===== src/rtl/piso_tx_ctrl.sv =====
// Frame sequencer for an N-bit parallel-in/serial-out line: start(0), N data bits LSB-first,
// optional parity, stop(1); each bit held CLKS_PER_BIT clocks. Parity enabled by PISO_PARITY_EN.
module piso_tx_ctrl #(
  parameter int N            = 8,
  parameter int CLKS_PER_BIT = 4,
  parameter int PARITY_ODD   = 0
) (
  input  logic         clk,
  input  logic         reset,
  input  logic [N-1:0] in_data,
  input  logic         in_valid,
  output logic         in_ready,
  output logic         ser_out,
  output logic         busy,
  output logic         done
);

  localparam int BW = (CLKS_PER_BIT > 1) ? $clog2(CLKS_PER_BIT) : 1;
  localparam int IW = $clog2(N);
  localparam logic [BW-1:0] BAUD_LAST = BW'(CLKS_PER_BIT - 1);
  localparam logic [IW-1:0] IDX_LAST  = IW'(N - 1);

  if (N < 2 || CLKS_PER_BIT < 1 || PARITY_ODD < 0 || PARITY_ODD > 1) begin : g_bad_param
    $error("piso_tx_ctrl: illegal parameter value");
  end

  typedef enum logic [2:0] {
    IDLE,
    START,
    DATA,
`ifdef PISO_PARITY_EN
    PARITY,
`endif
    STOP
  } state_e;

  state_e         state_q, state_d;
  logic [BW-1:0]  baud_q, baud_d;
  logic [IW-1:0]  idx_q, idx_d;
  logic [N-1:0]   shift_q, shift_d;
  logic           ser_q, ser_d;
  logic           busy_q, busy_d;
  logic           done_q, done_d;
  logic           bnd;
`ifdef PISO_PARITY_EN
  logic           par_q, par_d;
`endif

  assign in_ready = (state_q == IDLE);
  assign ser_out  = ser_q;
  assign busy     = busy_q;
  assign done     = done_q;
  assign bnd      = (baud_q == BAUD_LAST);

  always_comb begin
    state_d = state_q;
    baud_d  = baud_q;
    idx_d   = idx_q;
    shift_d = shift_q;
    ser_d   = ser_q;
`ifdef PISO_PARITY_EN
    par_d   = par_q;
`endif
    if (state_q != IDLE) baud_d = bnd ? '0 : baud_q + 1'b1;
    case (state_q)
      IDLE: begin
        ser_d = 1'b1;
        if (in_valid) begin
          shift_d = in_data;
          state_d = START;
          ser_d   = 1'b0;
          baud_d  = '0;
          idx_d   = '0;
`ifdef PISO_PARITY_EN
          par_d   = (^in_data) ^ (PARITY_ODD != 0);
`endif
        end
      end
      START: begin
        if (bnd) begin
          state_d = DATA;
          ser_d   = shift_q[0];
        end
      end
      DATA: begin
        if (bnd) begin
          if (idx_q == IDX_LAST) begin
`ifdef PISO_PARITY_EN
            state_d = PARITY;
            ser_d   = par_q;
`else
            state_d = STOP;
            ser_d   = 1'b1;
`endif
          end else begin
            idx_d   = idx_q + 1'b1;
            shift_d = shift_q >> 1;
            ser_d   = shift_q[1];
          end
        end
      end
`ifdef PISO_PARITY_EN
      PARITY: begin
        if (bnd) begin
          state_d = STOP;
          ser_d   = 1'b1;
        end
      end
`endif
      STOP: begin
        if (bnd) begin
          state_d = IDLE;
          ser_d   = 1'b1;
        end
      end
      default: begin
        state_d = IDLE;
        ser_d   = 1'b1;
      end
    endcase
    // Flags are registered, so derive them from where the FSM will be next clock.
    busy_d = (state_d != IDLE);
    done_d = (state_d == STOP) && (baud_d == BAUD_LAST);
  end

  always_ff @(posedge clk or posedge reset) begin
    if (reset) begin
      state_q <= IDLE;
      baud_q  <= '0;
      idx_q   <= '0;
      shift_q <= '0;
      ser_q   <= 1'b1;
      busy_q  <= 1'b0;
      done_q  <= 1'b0;
`ifdef PISO_PARITY_EN
      par_q   <= 1'b0;
`endif
    end else begin
      state_q <= state_d;
      baud_q  <= baud_d;
      idx_q   <= idx_d;
      shift_q <= shift_d;
      ser_q   <= ser_d;
      busy_q  <= busy_d;
      done_q  <= done_d;
`ifdef PISO_PARITY_EN
      par_q   <= par_d;
`endif
    end
  end

endmodule


===== config.mk =====
export PLATFORM = sky130hd
export DESIGN_NAME = piso_tx_ctrl
export DESIGN_NICKNAME = d
export VERILOG_FILES = /design/src/rtl/piso_tx_ctrl.sv
export SDC_FILE = /design/constraint.sdc
export NUM_CORES = 1
export LEC_CHECK = 0
export CAP_MARGIN = 0
export CORE_ASPECT_RATIO = 1.4
export CORE_MARGIN = 2
export CORE_UTILIZATION = 35
export CTS_BUF_LIST = sky130_fd_sc_hd__clkbuf_8
export DETAILED_ROUTE_END_ITERATION = 12
export GPL_TIMING_DRIVEN = 0
export PLACE_DENSITY = 0.59
export SYNTH_ARGS = -nofsm -noshare
export SYNTH_HDL_FRONTEND = slang
export SYNTH_SLANG_ARGS = --single-unit

===== constraint.sdc =====
create_clock -name clk -period 1.9 [get_ports clk]
set_input_delay 0.285 -clock clk [delete_from_list [all_inputs] [get_ports clk]]
set_output_delay 0.285 -clock clk [all_outputs]
set_load 0.02 [all_outputs]

# After elaboration in Yosys (flattened, before gate mapping)
# Index checks and enable logic that the tools add are counted.
op_classes:
  addsub: 2
  n_eq_ne: 12
  mux: 24
  n_reduce_logical: 7
ops:
  columns: ["cell", "count"]
  rows:
  - ["$mux W3", 8]
  - ["$mux W8", 3]
  - ["$pmux W8 S2", 1]
  - ["$pmux W3 S4", 1]
  - ["$ne A2 B2 Y1 const B", 5]
  - ["$eq A3 B2 Y1 const B", 3]
  - ["$mux W2", 4]
  - ["$pmux W3 S2", 1]
  - ["$reduce_bool A3 Y1", 2]
  - ["$mux W1", 5]
  - ["$eq A2 B2 Y1 const B", 2]
  - ["$pmux W1 S4", 1]
  - ["$reduce_and A4 Y1", 1]
  - ["$add A3 B1 Y3 const B", 1]
  - ["$eq A3 B1 Y1 const B", 1]
  - ["$eq A3 B3 Y1 const B", 1]
  - ["$logic_not A3 Y1", 1]
  - ["$reduce_and A3 Y1", 1]
  - ["$add A2 B1 Y2 const B", 1]
  - ["$reduce_bool A2 Y1", 1]
  - ["$logic_and A1 B1 Y1", 1]
totals:
  reg_bits: 19
  wordCells: 52

# Logic depth before layout (Yosys ltp)
# Gate-level depths: netlist of the first run.
depth:
  depth_word: 7
  ltp_mapped: 7

# Worst setup path after synthesis of the first run
# No wires, ideal clock.
synth_path:
  kind: "register to register"
  start: "register idx_q[0]"
  end: "register idx_q[0]"
  setup_time_ns: 0.125
  arrival_time_ns: 1.498
  t_required_ns: 1.775
  path_slack_ns: 0.277
  stages_incl_launch_ff: 7
  n_path_buf: 1
  cell_sequence: "dfrtp_1 -> ha_1 -> ha_1 -> nand3b_4 -> a21boi_4 -> buf_6 -> mux2_4"
synth_between:
  elab_chain_cells: 4
synth_lines:
  columns: ["element", "line_no", "source"]
  rows:
  - ["from (decl)", "39", "logic [IW-1:0] idx_q, idx_d;"]
  - ["from (signal assigned)", "141", "idx_q <= idx_d;"]
  - ["$add A3 B1 Y3", "96", "idx_d = idx_q + 1'b1;"]
  - ["$mux W3", "87", "if (idx_q == IDX_LAST) begin"]
  - ["$mux W3", "86", "if (bnd) begin"]
  - ["$pmux W3 S2", "65", "case (state_q)"]
# Parallel ways exist; a longest one is shown, timed or not. The select of a mux whose other input is x is not followed.
# A chain may end at the register's enable or synchronous reset.

# Worst setup path after layout of the first run
# Ends and elaborated chain as after synthesis.

==> results of run 1 <==
## flip-flops by register name, summed over array words and instances (netlist names)
register,flops
idx_q,3
busy,1
baud_q,2
shift_q,8
done,1
state_q,3
ser_out,1
## metrics by stage
stage	utilization	instances	instance area [um2]	hold WS (ns)
6_report	0.455	142	1190	0.445
5_1_grt	0.455	142	1190	0.510
4_1_cts	0.455	142	1190	0.479
3_5_place_dp	0.438	138	1140	0.514
3_3_place_gp	0.438	138	1140	0.500
2_1_floorplan	-	88	960	0.235
## worst max-delay path by stage
| stage | slack (ns) | endpoint | cells past startpoint |
|---|---|---|---|
| 6_report | 0.17 | idx_q[0]$_DFFE_PP0P_ | 6 |
| 3_3_place_gp | 0.19 | idx_q[0]$_DFFE_PP0P_ | 6 |
| 5_1_grt | 0.09 | idx_q[0]$_DFFE_PP0P_ | 6 |
| 4_1_cts | 0.16 | idx_q[0]$_DFFE_PP0P_ | 6 |
| 2_1_floorplan | 0.28 | idx_q[0]$_DFFE_PP0P_ | 6 |
| 3_5_place_dp | 0.18 | idx_q[0]$_DFFE_PP0P_ | 6 |
## cell families (layout without fill, tap and decap cells)
group	after synthesis	in the layout	synth area share
flops	19	19	0.497
fa+ha+maj	3	3	0.0391
other cells	1	1	0.00391
compound gates	20	20	0.123
buf+inv	9	27	0.0561
mux	9	9	0.104
simple gates	26	26	0.168
xor+xnor	1	1	0.00913
## power groups by stage
stage	registers, mW	clock network [mW]	logic [mW]
final	0.557	0.286	0.325
after global routing	0.569	0.318	0.367
after CTS	0.557	0.297	0.330
after detailed placement	0.565	0	0.330
after global placement	0.558	0	0.322
after floorplan	0.561	0	0.230
## cell usage in the layout (no fill, tap or decap)
cell type and instances:
clkbuf_8 3, clkinv_2 1, dlygate4sd2_1 1, nand2_1 2, buf_6 2, mux2_4 2
nor4_1 1, a21boi_4 1, dfstp_2 1, ha_1 3, nand3b_4 1, xor2_1 1
buf_2 1, nor2_1 10, nand3b_1 1, and4b_1 1, nor3_4 1, nand2_2 1
nand3_1 2, o21ai_0 8, nor2_2 1, a21oi_1 9, mux2i_1 7, a31oi_1 1
conb_1 1, dfrtp_1 18, nand4_1 2, inv_1 5, o31ai_1 1, nand2b_2 1
clkdlybuf4s50_1 13, nor2b_1 2, buf_4 1
## timing repair
| item | 4_1_cts | 5_1_grt |
|---|---|---|
| hold buffers | 0 | 0 |
| setup buffers | 0 | 0 |
| resized for setup | 1 | 0 |
| endpoints found under the setup margin | 1 | 0 |
## final cells by class
| cell class | count | area share |
|---|---|---|
| Multi-Input combinational cell | 60 | 0.361 |
| Sequential cell | 19 | 0.401 |
| Clock buffer | 3 | 0.0347 |
| Buffer | 4 | 0.0294 |
| Clock inverter | 1 | 0.00421 |
| Inverter | 5 | 0.0158 |
| Tap cell | 36 | 0.0379 |
| Timing Repair Buffer | 14 | 0.117 |
## critical path, stage by stage (launching register included)
cell	delay, ns
dfrtp_1	0.41
ha_1	0.21
ha_1	0.21
nand3b_4	0.17
a21boi_4	0.17
buf_6	0.16
mux2_4	0.30
## layer usage
layer / share of wire / global-route usage
met1: 0.46 / 0.172
met2: 0.48 / 0.207
met3: 0.034 / 0.0246
met4: 0.023 / 0.0709
met5: 0 / 0
==> results.cfg, run 1 <==
[placed_design]
hpwl_mm = 1.24
dp_slack_ns = 0.177
io_buffers = 14
place_congestion = 0.716

[sta]
fmax_mhz = 579
rsz0062_at_grt = false
setup_ws_ns = 0.172
layout_min_cycle_time_ns = 1.73
worstMarginPinSlew_ns = 0.728
clock_skew_ns = 0.00216
post-route-period-util = 0.909
finalSetupTns_ns = 0
finalSetupViolCount = 0
slew_headroom = 0.514
finalMaxSlewViolations = 0
hold_viol_final = 0

[worst_hold_path]
holdCritPathClass = in -> async

[clocking]
root_buffer = clkbuf_8
path_clk_slew_ns = 0.07
clock_path_buffers = 2
cts_num_sinks = 19
htreeDepth = 1
clkLatencyLatePin_ns = 0.26
cts_tree = built
cts_made_buffers = 3

[synthesis]
synth.area.top_cells = dfrtp_1 (47%), mux2i_1 (7.3%), a21oi_1 (4.7%)
synth_top_flop_cell = dfrtp_1
synth_edf_count = 0
synth_cells = 88
yosysWarnings = 0
avgSynthCellArea_um2 = 10.9
yosys.area.top_type_share = 0.469
syn-num-nets = 102
yosysTopAreaCell = dfrtp_1
synth_most_common_cell = dfrtp_1
yosys-top-cells-count = dfrtp_1 (18), nor2_1 (10), a21oi_1 (9)
async_flop_share = 1.00
netlist-cell-type-count = 29
syn_area_um2 = 960
ys_ff_latch = 19
ys_seq_area_frac = 0.497

[power_and_ir_drop]
intPower_mw = 0.805
p_total_mw = 1.17
power.density_nw_per_um2 = 982
pwr-share-comb = 0.278
ir_worst_vdd_mv = 0.460
p_clk_frac = 0.245
switchingPower_mw = 0.363
leakagePower_nw = 0.590
p_sw_frac = 0.311
power_frac_seq = 0.477

[critical_path]
arrival_ns = 1.88
worst_r2r_endpoint = idx_q[0]$_DFFE_PP0P_
r2r-start = idx_q[0]$_DFFE_PP0P_
crit_path_end_kind = flip-flop
path_class = reg -> reg
required_ns = 2.05
ff2ff_path_depth = 6
rrSetupSlack_ns = 0.17
cp-start-kind = flip-flop
crit_fanout = 10
critical_path.startpoint = idx_q[0]$_DFFE_PP0P_

[route]
wirelength_mm = 1.74
vias = 658
ant_nets = 0
detailedRoute.firstIterationViolations = 18
firstDrtPassIters = 4
drc = 0
via_per_inst = 4.63
wl_per_cell_um = 12.2

[floorplanning]
dieWidth_um = 48.3
die_h_um = 66.0
start_util = 0.367
fp.coreArea_um2 = 2620
die_area_um2 = 3180
placementRows = 22
io_pins = 15

[grt]
overflow = 0
grtUsageTotal = 0.135
grt_pass1_wl_mm = 3.01
grt_start_max_net_pins = 20
grt_antenna_before_repair = 0
first_global_vias = 651

[final_layout]
ff_latch_area_um2 = 477
multi_input_area_um2 = 429
drive_above_1_share = 0.160
nNetsFinal = 121
antennaDiodeCount = 0
syn_to_final_growth_pct = 24.0
nFillCells = 261

[flow_run]
maxCapViolations = 0

[outcome]
status = complete, no violations
No activity file was read; power rests on OpenSTA's default activity.
==> run 2, diff against run 1 <==
--- a/config.mk
+++ b/config.mk
@@ -12,6 +12,7 @@
 export CTS_BUF_LIST = sky130_fd_sc_hd__clkbuf_8
 export DETAILED_ROUTE_END_ITERATION = 12
 export GPL_TIMING_DRIVEN = 0
+export HOLD_SLACK_MARGIN = 0.06
 export PLACE_DENSITY = 0.59
 export SYNTH_ARGS = -nofsm -noshare
 export SYNTH_HDL_FRONTEND = slang
==> results of run 2 <==
Final layout, timing and power as in run 1 (identical DEF).
